[src/rtl/second_layer_tnndirect.sv]
`default_nettype none
// ============================================================================
// Module   : second_layer_tnndirect
// Brief    : Ternary-weight output layer. It walks the latched hidden bits
//            serially to build per-class scores, then scans for the argmax.
// Revision : 1.0
// ============================================================================
module second_layer_tnndirect #(
    parameter int HIDDEN_CNT = 4,
    parameter int CLASS_CNT  = 3,
    parameter logic [2*HIDDEN_CNT*CLASS_CNT-1:0] WEIGHTS = '0
) (
    input  logic                         clk,
    input  logic                         rst,
    input  logic [HIDDEN_CNT-1:0]        hidden,
    input  logic                         start,
    output logic                         busy,
    output logic                         valid,
    output logic [$clog2(CLASS_CNT)-1:0] class_out
);

    localparam int SUM_BITS = $clog2(HIDDEN_CNT + 1) + 1;
    localparam int c_CLS_W  = $clog2(CLASS_CNT);
    localparam int c_IDX_W  = (HIDDEN_CNT > CLASS_CNT) ? $clog2(HIDDEN_CNT) : c_CLS_W;
    localparam logic [c_IDX_W-1:0]         c_H_LAST  = c_IDX_W'(HIDDEN_CNT - 1);
    localparam logic [c_IDX_W-1:0]         c_C_LAST  = c_IDX_W'(CLASS_CNT - 1);
    localparam logic [c_IDX_W-1:0]         c_IDX_ONE = c_IDX_W'(1);
    localparam logic signed [SUM_BITS-1:0] c_ONE     = SUM_BITS'(1);

    typedef enum logic [1:0] {
        S_IDLE = 2'd0,
        S_ACC  = 2'd1,
        S_ARG  = 2'd2,
        S_DONE = 2'd3
    } state_t;

    state_t r_state;
    state_t w_next;

    logic [HIDDEN_CNT-1:0]        r_hidden;
    logic [c_IDX_W-1:0]           r_idx;
    logic signed [SUM_BITS-1:0]   r_score [CLASS_CNT];
    logic signed [SUM_BITS-1:0]   r_best_val;
    logic [c_CLS_W-1:0]           r_best_idx;
    logic [c_CLS_W-1:0]           r_class;

    logic [HIDDEN_CNT-1:0][CLASS_CNT-1:0] w_pos;
    logic [HIDDEN_CNT-1:0][CLASS_CNT-1:0] w_neg;
    logic [CLASS_CNT-1:0]         w_pos_row;
    logic [CLASS_CNT-1:0]         w_neg_row;
    logic                         w_bit;
    logic signed [SUM_BITS-1:0]   w_score_nxt [CLASS_CNT];
    logic signed [SUM_BITS-1:0]   w_cur;
    logic                         w_take;
    logic signed [SUM_BITS-1:0]   w_best_val_nxt;
    logic [c_CLS_W-1:0]           w_best_idx_nxt;

    // Decode the ternary weight table into +1 / -1 flags; 2'b00 and 2'b10 are zero.
    for (genvar h = 0; h < HIDDEN_CNT; h++) begin : g_hid
        for (genvar c = 0; c < CLASS_CNT; c++) begin : g_cls
            assign w_pos[h][c] = (WEIGHTS[2*(h*CLASS_CNT+c) +: 2] == 2'b01);
            assign w_neg[h][c] = (WEIGHTS[2*(h*CLASS_CNT+c) +: 2] == 2'b11);
        end
    end

    always_ff @(posedge clk) begin
        if (!rst) begin
            r_state <= S_IDLE;
        end else begin
            r_state <= w_next;
        end
    end

    always_comb begin
        w_next = r_state;
        busy   = 1'b0;
        valid  = 1'b0;
        case (r_state)
            S_IDLE: if (start) w_next = S_ACC;
            S_ACC: begin
                busy = 1'b1;
                if (r_idx == c_H_LAST) w_next = S_ARG;
            end
            S_ARG: begin
                busy = 1'b1;
                if (r_idx == c_C_LAST) w_next = S_DONE;
            end
            S_DONE: begin
                valid = 1'b1;
                if (!start) w_next = S_IDLE;
            end
            default: w_next = S_IDLE;
        endcase
    end

    // Activation is treated as +/-1: a zero bit subtracts the weight.
    always_comb begin
        w_bit     = 1'b0;
        w_pos_row = '0;
        w_neg_row = '0;
        for (int h = 0; h < HIDDEN_CNT; h++) begin
            if (r_idx == c_IDX_W'(h)) begin
                w_bit     = r_hidden[h];
                w_pos_row = w_pos[h];
                w_neg_row = w_neg[h];
            end
        end
        for (int c = 0; c < CLASS_CNT; c++) begin
            w_score_nxt[c] = r_score[c];
            if ((w_pos_row[c] && w_bit) || (w_neg_row[c] && !w_bit)) begin
                w_score_nxt[c] = r_score[c] + c_ONE;
            end else if ((w_neg_row[c] && w_bit) || (w_pos_row[c] && !w_bit)) begin
                w_score_nxt[c] = r_score[c] - c_ONE;
            end
        end
    end

    // Strict greater-than keeps the lowest index on ties.
    always_comb begin
        w_cur = '0;
        for (int c = 0; c < CLASS_CNT; c++) begin
            if (r_idx == c_IDX_W'(c)) w_cur = r_score[c];
        end
        w_take         = (r_idx == '0) || (w_cur > r_best_val);
        w_best_val_nxt = w_take ? w_cur : r_best_val;
        w_best_idx_nxt = w_take ? r_idx[c_CLS_W-1:0] : r_best_idx;
    end

    always_ff @(posedge clk) begin
        if (!rst) begin
            r_hidden   <= '0;
            r_idx      <= '0;
            r_best_val <= '0;
            r_best_idx <= '0;
            r_class    <= '0;
            for (int c = 0; c < CLASS_CNT; c++) r_score[c] <= '0;
        end else begin
            case (r_state)
                S_IDLE: begin
                    if (start) begin
                        r_hidden <= hidden;
                        r_idx    <= '0;
                        for (int c = 0; c < CLASS_CNT; c++) r_score[c] <= '0;
                    end
                end
                S_ACC: begin
                    for (int c = 0; c < CLASS_CNT; c++) r_score[c] <= w_score_nxt[c];
                    r_idx <= (r_idx == c_H_LAST) ? '0 : r_idx + c_IDX_ONE;
                end
                S_ARG: begin
                    r_best_val <= w_best_val_nxt;
                    r_best_idx <= w_best_idx_nxt;
                    if (r_idx == c_C_LAST) begin
                        r_class <= w_best_idx_nxt;
                        r_idx   <= '0;
                    end else begin
                        r_idx   <= r_idx + c_IDX_ONE;
                    end
                end
                default: ;
            endcase
        end
    end

    assign class_out = r_class;

endmodule
`default_nettype wire

[config.mk]
export PLATFORM = sky130hd
export DESIGN_NAME = second_layer_tnndirect
export DESIGN_NICKNAME = d
export VERILOG_FILES = /design/src/rtl/second_layer_tnndirect.sv
export SDC_FILE = /design/constraint.sdc
export NUM_CORES = 1
export LEC_CHECK = 0
export ABC_AREA = 1
export CAP_MARGIN = 10
export CORE_ASPECT_RATIO = 0.75
export CORE_UTILIZATION = 25
export CTS_CLUSTER_SIZE = 10
export DETAILED_ROUTE_END_ITERATION = 16
export DONT_BUFFER_PORTS = 1
export GPL_TIMING_DRIVEN = 0
export SLEW_MARGIN = 20
export SYNTH_ARGS = -nofsm -noshare
export SYNTH_HDL_FRONTEND = slang
export SYNTH_SLANG_ARGS = --single-unit
[constraint.sdc]
create_clock -name clk -period 3.25 [get_ports clk]
set_input_delay 0.325 -clock clk [delete_from_list [all_inputs] [get_ports clk]]
set_output_delay 0.325 -clock clk [all_outputs]
set_load 0.02 [all_outputs]
==> flow_summary.json, run 1 <==
{
  "cts.htree.levels": 1,
  "layout_cells_sized_above_1": 0.1154,
  "syn_area_um2": 550.5,
  "hold_end": "r_state[1]",
  "synth_enable_flop_cells": 0,
  "critical_path.max_fanout": 4,
  "syn_nets": 92,
  "drt_first_iter_violations": 4,
  "seq_area_frac_synth": 0.2909,
  "worst_r2r_startpoint": "r_state[0]",
  "slowest_stage_delay_cp_ns": 0.41,
  "die-width_um": 56.19,
  "post_layout_nonfiller_instances": 102,
  "detail_route.first_pass.iterations": 2,
  "power_report.internal_total_mw": 0.2684,
  "arrival_ns": 1.14,
  "drc_errors": 0,
  "fp.dieArea_um2": 2396,
  "start_util": 0.2709,
  "status": "finished clean",
  "met1_usage": 0.1152,
  "drt-total-wl_um": 898,
  "areaGrowthSynthToFinish_pct": 9.545,
  "globalRoute.busiestLayer": "met1",
  "worstSkewPairLatency_ns": 0.25,
  "syn_inst": 75,
  "postCtsSetupRepairBufs": 0,
  "fin_skew_ns": 0.004346,
  "power.share.switching": 0.4569,
  "path_buf_inv": 1,
  "die_height_um": 42.64,
  "place.port_buffers": 0,
  "cell_accounting_for_the_most_synthesized_area": "sky130_fd_sc_hd__dfxtp_1",
  "detail_route.vias_per_cell": 4.020,
  "grt_pass1_wl_mm": 1.511,
  "antennaDiodeCount": 0,
  "hold-worst-slack_ns": 0.1919,
  "synthesis.yosys.warnings": 0,
  "synth-async-reset-ratio": 0,
  "globalRoute.totalOverflow": 0,
  "hold_path.startpoint": "rst",
  "clock_sinks": 8,
  "clkSlewWorstSetupHoldPaths_ns": 0.05,
  "postRouteAntennaNets": 0,
  "cell_count_of_the_worst_hold_path": 2,
  "reg2reg_depth": 9,
  "timing.setup.tns_ns": 0,
  "hold_path_class": "input pin to flip-flop",
  "combPwrFrac": 0.559,
  "cp-start-kind": "flip-flop",
  "period_share": 0.4509,
  "share_of_yosys_cell_area_claimed_by_the_top_area_cell_type": 0.2909,
  "power_frac_clock": 0.153,
  "synth_top_area_cells": "sky130_fd_sc_hd__dfxtp_1 29%, sky130_fd_sc_hd__ha_1 23%, sky130_fd_sc_hd__nand2_1 16%, sky130_fd_sc_hd__inv_1 8.2%, sky130_fd_sc_hd__nand2_4 4.1%",
  "rsz0062_at_grt": "no",
  "ctsHoldBuffers": 0,
  "worst_slew_pin_slew_ns": 0.2719,
  "p_leak_nw": 0.3071,
  "rrSetupSlack_ns": 1.89,
  "setup_viol_count_final": 0,
  "timing_worst_setup_path_type": "flip-flop to output pin",
  "critical_path.top_delay_family": "adder cells",
  "crit_slowest_cell": "sky130_fd_sc_hd__ha_1",
  "cts_repair_resize_count": 0,
  "nNetsFinal": 97,
  "post-place-ws_ns": 1.894,
  "fmax_mhz": 682.4,
  "r2r-end": "r_state[0]",
  "synth_seq_cells": 8,
  "rows": 14,
  "synth_most_common_cell": "sky130_fd_sc_hd__nand2_1",
  "cts_buffer_depth": 2,
  "worst_ep_required_time_ns": 2.92,
  "grt_antenna_before_repair": 0,
  "drt_wl_cell_um": 8.804,
  "synth_flop_cell": "sky130_fd_sc_hd__dfxtp_1",
  "synth.lib_cells_used.distinct": 15,
  "grt_use_total": 0.08371,
  "max_cap_violations": 0,
  "shortest_clock_period_the_worst_path_allows_after_layout_ns": 1.465,
  "synth.cells.most_frequent": "23 x sky130_fd_sc_hd__nand2_1, 12 x sky130_fd_sc_hd__inv_1, 10 x sky130_fd_sc_hd__ha_1",
  "worst_ir_drop_vdd_uv": 466.7,
  "cts.root.buffer_cell": "sky130_fd_sc_hd__clkbuf_4",
  "place_inst": 99,
  "number_of_global_route_vias_before_repair": 353,
  "via_count": 410,
  "setup_ws_ns": 1.785,
  "power_density_nw_per_um2": 819.6,
  "end_kind": "output pin",
  "dp_hpwl_um": 689.7,
  "core_area_um2": 2032,
  "grt_max_degree": 10,
  "gr-usage-met2": 0.1119,
  "global_route.usage.met3": 0.02160,
  "critical_path.cell_chain": "inv_1, ha_1",
  "place_congestion": 0.7252,
  "synthesis.area_per_instance_um2": 7.340,
  "hold_violations": 0,
  "timing.max_slew.rel_slack": 0.8187,
  "cts_tree": "built",
  "switch_pwr_mw": 0.2258,
  "seqPwrFrac": 0.289,
  "report.final.slew_viol_count": 0,
  "tritoncts.num_buffers": 3,
  "num_io_pins": 11
}
-- worst reg2reg max path, cell delays in order, from the launching register on --
cell	delay, ns
sky130_fd_sc_hd__dfxtp_1	0.38
sky130_fd_sc_hd__inv_1	0.10
sky130_fd_sc_hd__ha_1	0.21
sky130_fd_sc_hd__buf_6	0.14
sky130_fd_sc_hd__nand2_4	0.07
sky130_fd_sc_hd__nand2_4	0.05
sky130_fd_sc_hd__nor2_4	0.14
sky130_fd_sc_hd__nand2_1	0.07
sky130_fd_sc_hd__nand2_1	0.06
sky130_fd_sc_hd__nor2_1	0.03
-- power by group through the flow --
| stage | Clock (mW) | Combinational, mW | Sequential (mW) |
|---|---|---|---|
| after floorplan | 0 | 0.237 | 0.140 |
| after global placement | 0 | 0.273 | 0.144 |
| after detailed placement | 0 | 0.275 | 0.145 |
| after CTS | 0.0801 | 0.277 | 0.143 |
| after global routing | 0.0848 | 0.316 | 0.147 |
| final | 0.0754 | 0.276 | 0.143 |
-- flip-flops by register name (all words and copies together) (netlist names) --
register / count
r_best_idx: 2
r_idx: 2
r_state: 2
class_out: 2
-- metal layers --
metal	vias up	share of wire
li1	235	-
met1	167	0.57
met2	6	0.36
met3	2	0.045
met4	0	0.026
met5	-	0
-- kinds of logic (layout without fill, tap and decap cells) --
group | count (synthesis) | count (layout) | synth area share
adder cells (fa/ha/maj) | 10 | 10 | 0.2273
AND/OR/NAND/NOR | 33 | 33 | 0.2727
flip-flops | 8 | 8 | 0.2909
buffers and inverters | 14 | 17 | 0.1091
AO/OA/AOI/OAI | 10 | 10 | 0.09998
-- worst max path at each step --
stage	start	endpoint	slack, ns	depth (start not counted)
2_1_floorplan	r_state[0]	r_idx[0]	2.02	6
5_1_grt	r_state[0]	busy	1.73	2
4_1_cts	r_state[0]	busy	1.76	2
3_3_place_gp	r_state[0]	r_idx[1]	1.91	6
6_report	r_state[0]	busy	1.78	2
3_5_place_dp	r_state[0]	r_idx[0]	1.89	6
-- layout make-up --
class	count	area, µm²
Buffer	1	11.26
Sequential cell	8	160.2
Tap cell	24	30.03
Clock buffer	3	22.52
Fill cell	234	1429
Multi-Input combinational cell	53	330.3
Inverter	13	48.80
-- layout by cell type (no fill, tap or decap) --
cell type	Yosys	routed
sky130_fd_sc_hd__o21ai_1	1	1
sky130_fd_sc_hd__buf_6	1	1
sky130_fd_sc_hd__o211ai_1	2	2
sky130_fd_sc_hd__o21ai_0	3	3
sky130_fd_sc_hd__nor2_1	5	5
sky130_fd_sc_hd__nor2_4	1	1
sky130_fd_sc_hd__ha_1	10	10
sky130_fd_sc_hd__nand2_4	2	2
sky130_fd_sc_hd__inv_2	1	1
sky130_fd_sc_hd__inv_1	12	12
sky130_fd_sc_hd__dfxtp_1	8	8
sky130_fd_sc_hd__nand2_1	23	23
sky130_fd_sc_hd__nor2_2	1	1
sky130_fd_sc_hd__a21oi_1	4	4
sky130_fd_sc_hd__nand3_1	1	1
sky130_fd_sc_hd__clkbuf_4	0	3
-- per-stage QoR --
stage	total power [mW]	instance area [µm²]	utilization
4_1_cts	0.5005	603.1	0.2968
5_1_grt	0.5476	603.1	0.2968
2_1_floorplan	0.3770	550.5	-
3_5_place_dp	0.4201	580.6	0.2857
6_report	0.4943	603.1	0.2968
3_3_place_gp	0.4168	580.6	0.2857
No activity file was read; power rests on OpenSTA's default activity.
==> run 2: changes to the inputs <==
--- a/config.mk
+++ b/config.mk
@@ -5,7 +5,7 @@
 export SDC_FILE = /design/constraint.sdc
 export NUM_CORES = 1
 export LEC_CHECK = 0
-export ABC_AREA = 1
+export ABC_AREA = 0
 export CAP_MARGIN = 10
 export CORE_ASPECT_RATIO = 0.75
 export CORE_UTILIZATION = 25
==> constraint.sdc (replaced) <==
create_clock -name clk -period 1.5 [get_ports clk]
set_input_delay 0.15 -clock clk [delete_from_list [all_inputs] [get_ports clk]]
set_output_delay 0.15 -clock clk [all_outputs]
set_load 0.02 [all_outputs]
==> run 2 against run 1 <==
Compared with the run above: clock skew grew 0.0086 ns; critical path depth grew 2; combinational power is 38% higher; synthesized cell count shrank 28%; critical endpoint is now r_idx[1]; largest power group unchanged; highest routed layer unchanged.
==> flow_summary.json, run 2 <==
{
  "critical_path.cell_chain": "inv_1, ha_1, nand2_1, o41ai_2",
  "power_density_nw_per_um2": 1428,
  "max_cap_violations": 0,
  "hold-worst-slack_ns": 0.04420,
  "num_io_pins": 11,
  "period_share": 0.9505,
  "areaGrowthSynthToFinish_pct": 9.785,
  "hold_path.startpoint": "rst",
  "timing.setup.tns_ns": 0,
  "synthesis.yosys.warnings": 0,
  "rsz0062_at_grt": "no",
  "timing.max_slew.rel_slack": 0.7147,
  "synth_most_common_cell": "sky130_fd_sc_hd__ha_1",
  "synth.cells.most_frequent": "10 x sky130_fd_sc_hd__ha_1, 8 x sky130_fd_sc_hd__dfxtp_1, 6 x sky130_fd_sc_hd__nand2_1",
  "share_of_yosys_cell_area_claimed_by_the_top_area_cell_type": 0.3055,
  "cts.root.buffer_cell": "sky130_fd_sc_hd__clkbuf_4",
  "critical_path.top_delay_family": "adder cells",
  "number_of_global_route_vias_before_repair": 365,
  "drt-total-wl_um": 952,
  "synth_top_area_cells": "sky130_fd_sc_hd__dfxtp_1 31%, sky130_fd_sc_hd__ha_1 24%, sky130_fd_sc_hd__mux2i_1 9.5%, sky130_fd_sc_hd__o41ai_2 6.2%, sky130_fd_sc_hd__nand2_1 4.3%",
  "drt_first_iter_violations": 8,
  "grt_max_degree": 11,
  "grt_pass1_wl_mm": 1.566,
  "worst_slew_pin_slew_ns": 0.4279,
  "clock_sinks": 8,
  "postRouteAntennaNets": 0,
  "cts_buffer_depth": 2,
  "timing_worst_setup_path_type": "flip-flop to flip-flop",
  "report.final.slew_viol_count": 0,
  "seq_area_frac_synth": 0.3055,
  "arrival_ns": 1.59,
  "syn_nets": 71,
  "worst_ir_drop_vdd_uv": 640.8,
  "fin_skew_ns": 0.01298,
  "most-common-layout-cells": "10 x sky130_fd_sc_hd__ha_1, 7 x sky130_fd_sc_hd__dfxtp_1, 6 x sky130_fd_sc_hd__nand2_1",
  "globalRoute.totalOverflow": 0,
  "cts.htree.levels": 1,
  "drc_errors": 0,
  "synthesis.area_per_instance_um2": 9.708,
  "synth_enable_flop_cells": 0,
  "worst_ep_required_time_ns": 1.66,
  "tritoncts.num_buffers": 3,
  "core_area_um2": 1854,
  "cts_tree": "built",
  "worstSkewPairLatency_ns": 0.25,
  "hold_path_class": "input pin to flip-flop",
  "status": "finished clean",
  "synth_seq_cells": 8,
  "post-place-ws_ns": 0.07475,
  "shortest_clock_period_the_worst_path_allows_after_layout_ns": 1.426,
  "rows": 13,
  "cp-start-kind": "flip-flop",
  "grt_antenna_before_repair": 0,
  "start_util": 0.2827,
  "hold_violations": 0,
  "cell_accounting_for_the_most_synthesized_area": "sky130_fd_sc_hd__dfxtp_1",
  "place_congestion": 0.7501,
  "syn_inst": 54,
  "layout_cells_sized_above_1": 0.1228,
  "slowest_stage_delay_cp_ns": 0.42,
  "syn_area_um2": 524.3,
  "setup_viol_count_final": 0,
  "drt_wl_cell_um": 12.05,
  "via_count": 390,
  "path_buf_inv": 1,
  "synth_flop_cell": "sky130_fd_sc_hd__dfxtp_1",
  "detail_route.vias_per_cell": 4.937,
  "setup_ws_ns": 0.07432,
  "die-width_um": 54.88,
  "layout.core_utilization": 0.3104,
  "p_leak_nw": 0.2475,
  "setup.worst_path.start": "r_state[0]",
  "detail_route.first_pass.iterations": 3,
  "worst_r2r_startpoint": "r_state[0]",
  "dp_hpwl_um": 769.8,
  "place.port_buffers": 0,
  "nNetsFinal": 76,
  "synth-async-reset-ratio": 0,
  "layout.cells.most_common": "sky130_fd_sc_hd__ha_1",
  "synth.lib_cells_used.distinct": 16,
  "antennaDiodeCount": 0,
  "fp.dieArea_um2": 2286,
  "clkSlewWorstSetupHoldPaths_ns": 0.06,
  "critical_path.max_fanout": 4,
  "end_kind": "flip-flop",
  "die_height_um": 41.66,
  "fmax_mhz": 701.4,
  "grt_use_total": 0.1010,
  "crit_slowest_cell": "sky130_fd_sc_hd__ha_1"
}
## run 2: worst register-to-register path: stages, from the launching register on
cell and delay [ns]:
sky130_fd_sc_hd__dfxtp_1 0.38, sky130_fd_sc_hd__inv_1 0.10, sky130_fd_sc_hd__ha_1 0.42, sky130_fd_sc_hd__nand2_1 0.16
sky130_fd_sc_hd__o41ai_2 0.28
## run 2: kinds of logic after synthesis
| group | synth area share |
|---|---|
| DFF | 0.3055 |
| buffers and inverters | 0.05013 |
| muxes | 0.09547 |
| adders and majority gates | 0.2387 |
| and+or+nand+nor | 0.1074 |
| AOI/OAI and AO/OA | 0.2029 |
## run 2: worst paths after layout
path | to | slack, ns | cells after the start
worst max-delay path | r_idx[1] | 0.07 | 4
worst min register to register | r_best_idx[1] | 0.45 | 2
worst min-delay path | r_state[1] | 0.04 | 2
worst max register to register | r_idx[1] | 0.07 | 4
## run 2: cell type report
| class | instances | area (µm²) |
|---|---|---|
| buffer | 1 | 7.507 |
| clock buffer | 3 | 22.52 |
| fill | 204 | 1279 |
| inverter | 5 | 18.77 |
| multi-input combinational | 40 | 337.8 |
| sequential | 8 | 161.4 |
| tap | 22 | 27.53 |
## run 2: report_power, final
| group | leakage, nW | internal [mW] | switching (mW) |
|---|---|---|---|
| clock network | 0.0138 | 0.0915 | 0.0726 |
| logic | 0.168 | 0.146 | 0.235 |
| registers | 0.0653 | 0.244 | 0.0329 |
## run 2: metrics by stage
stage / instances / total power [mW] / area (µm²)
2_1_floorplan: 54 / 0.5930 / 524.3
3_3_place_gp: 76 / 0.6577 / 551.8
3_5_place_dp: 76 / 0.6685 / 551.8
4_1_cts: 79 / 0.8340 / 574.3
5_1_grt: 79 / 0.9024 / 575.6
6_report: 79 / 0.8221 / 575.6
## run 2: timing repair
| action | 4_1_cts | 5_1_grt |
|---|---|---|
| buffers inserted | 0 | 0 |
| hold buffers | 0 | 0 |
| endpoints found under the setup margin | 0 | 3 |
| gates resized for setup | 0 | 1 |
## run 2: per-layer routing
metal	part of all wire	global-route usage
met5	0	0
met4	0.0063	0.04615
met3	0.032	0.05495
met2	0.41	0.1301
met1	0.56	0.1335
==> run 3: changes to the inputs <==
--- a/config.mk
+++ b/config.mk
@@ -13,6 +13,7 @@
 export DETAILED_ROUTE_END_ITERATION = 16
 export DONT_BUFFER_PORTS = 1
 export GPL_TIMING_DRIVEN = 0
+export PLACE_DENSITY = 0.44
 export SLEW_MARGIN = 20
 export SYNTH_ARGS = -nofsm -noshare
 export SYNTH_HDL_FRONTEND = slang
==> run 3 against run 2 <==
Compared with the run above: sequential share of layout area is 0.12 points lower; fmax rose by 3.8%; clock skew shrank 0.0093 ns; critical path depth stayed put; non-clock buffer count is the same; via count is 3.6% lower; combinational power hardly changed; hold slack lost 0.0036 ns; worst setup slack improved by 0.052 ns; die area unchanged.
==> flow_summary.json, run 3 (synthesis gave the netlist of run 2 again) <==
{
  "grt_pass1_wl_mm": 1.662,
  "fmax_mhz": 727.9,
  "detail_route.first_pass.iterations": 3,
  "hold_end": "r_state[0]",
  "timing_worst_setup_path_type": "flip-flop to flip-flop",
  "antennaDiodeCount": 0,
  "drt-total-wl_um": 951,
  "rrSetupSlack_ns": 0.13,
  "drc_errors": 0,
  "worst_ir_drop_vdd_uv": 618.3,
  "power_density_nw_per_um2": 1443,
  "number_of_global_route_vias_before_repair": 352,
  "fin_skew_ns": 0.003639,
  "dp_hpwl_um": 724.9,
  "timing.setup.tns_ns": 0,
  "start_util": 0.2827,
  "r2r-end": "r_idx[1]",
  "drt_wl_cell_um": 12.04,
  "dpl_cell_area_um2": 551.8,
  "cp-start-kind": "flip-flop",
  "p_leak_nw": 0.2465,
  "status": "finished clean",
  "hold_violations": 0,
  "worst_ep_required_time_ns": 1.66,
  "end_kind": "flip-flop",
  "rsz0062_at_grt": "no",
  "drt_first_iter_violations": 4,
  "worst_r2r_startpoint": "r_state[0]",
  "worstSkewPairLatency_ns": 0.26,
  "report.final.slew_viol_count": 0,
  "hold_path.startpoint": "rst",
  "cts.htree.levels": 1,
  "cell_count_of_the_worst_hold_path": 2,
  "clkSlewWorstSetupHoldPaths_ns": 0.06,
  "timing.max_slew.rel_slack": 0.7209,
  "layout.cells.most_common": "sky130_fd_sc_hd__ha_1",
  "hold_path_class": "input pin to flip-flop",
  "reg2reg_depth": 4,
  "die-width_um": 54.88,
  "period_share": 0.9159,
  "nNetsFinal": 76,
  "nFillCells": 196,
  "worst_slew_pin_slew_ns": 0.4187,
  "place.port_buffers": 0,
  "areaGrowthSynthToFinish_pct": 10.26,
  "place_inst": 76,
  "postRouteAntennaNets": 0,
  "die_height_um": 41.66,
  "grt_use_total": 0.1055,
  "clock_sinks": 8,
  "place_congestion": 0.6435,
  "max_cap_violations": 0,
  "setup_viol_count_final": 0,
  "detail_route.vias_per_cell": 4.759,
  "grt_antenna_before_repair": 0,
  "most-common-layout-cells": "9 x sky130_fd_sc_hd__ha_1, 7 x sky130_fd_sc_hd__dfxtp_1, 6 x sky130_fd_sc_hd__nand2_1",
  "tritoncts.num_buffers": 3,
  "via_count": 376,
  "multiInputGateArea_um2": 340.3,
  "num_io_pins": 11,
  "rows": 13,
  "register_cell_area_after_layout_um2": 161.4,
  "shortest_clock_period_the_worst_path_allows_after_layout_ns": 1.374,
  "cts.root.buffer_cell": "sky130_fd_sc_hd__clkbuf_4",
  "post_layout_nonfiller_instances": 79,
  "layout_cells_sized_above_1": 0.1404,
  "cts_buffer_depth": 2,
  "fp.dieArea_um2": 2286,
  "cts_tree": "built",
  "globalRoute.totalOverflow": 0,
  "arrival_ns": 1.54,
  "critical_path.max_fanout": 4,
  "grt_max_degree": 11,
  "layout.core_utilization": 0.3117,
  "finish.instance_area_um2": 578.1,
  "hold-worst-slack_ns": 0.04060,
  "core_area_um2": 1854
}
run 3: cell counts in the layout (fill, tap and decap cells not counted):
Identical to the previous run, type by type.
run 3: per-stage QoR:
step | power [mW] | setup WS, ns
after floorplan | 0.5930 | 0.2010
after global placement | 0.6735 | 0.06262
after detailed placement | 0.6588 | 0.07716
after CTS | 0.8368 | 0.06889
after global routing | 0.9131 | 0.01286
final | 0.8340 | 0.1262
run 3: where the power goes:
group          internal, mW  leakage (nW)  switching (mW)
Sequential            0.244        0.0653          0.0343
Clock                0.0920        0.0138          0.0794
Combinational         0.152         0.167           0.233
run 3: worst max-delay path by stage:
stage,from,end,slack [ns],cells past startpoint
finish,r_state[0],r_idx[1],0.13,4
global route,r_state[0],r_state[0],0.01,4
CTS,r_state[0],r_idx[1],0.07,4
detailed placement,r_state[0],r_idx[1],0.08,4
global placement,r_state[1],r_idx[1],0.06,4
floorplan,r_state[0],r_idx[1],0.20,4
run 3: per-layer routing:
layer  global-route usage  wire length [µm]  vias up
met5                    0                 0        -
met4              0.04615                 0        0
met2               0.1229               370        7
li1                     -                 -      201
met3              0.05861                56        0
met1               0.1516               525      168
run 3: worst max-delay path, cell delays in order (launching register included):
cell	delay (ns)
sky130_fd_sc_hd__dfxtp_1	0.38
sky130_fd_sc_hd__inv_1	0.10
sky130_fd_sc_hd__ha_2	0.40
sky130_fd_sc_hd__nand2_1	0.12
sky130_fd_sc_hd__o41ai_2	0.28
run 3: repair_timing:
item | 4_1_cts | 5_1_grt
endpoints found under the setup margin | 0 | 3
resized for setup | 0 | 2
hold buffers | 0 | 0
setup buffers | 0 | 0
run 3: cell type report:
| class | count | share of cell area |
|---|---|---|
| Inverter | 5 | 0.03247 |
| Sequential cell | 8 | 0.2792 |
| Tap cell | 22 | 0.04762 |
| Multi-Input combinational cell | 40 | 0.5887 |
| Clock buffer | 3 | 0.03896 |
| Buffer | 1 | 0.01299 |
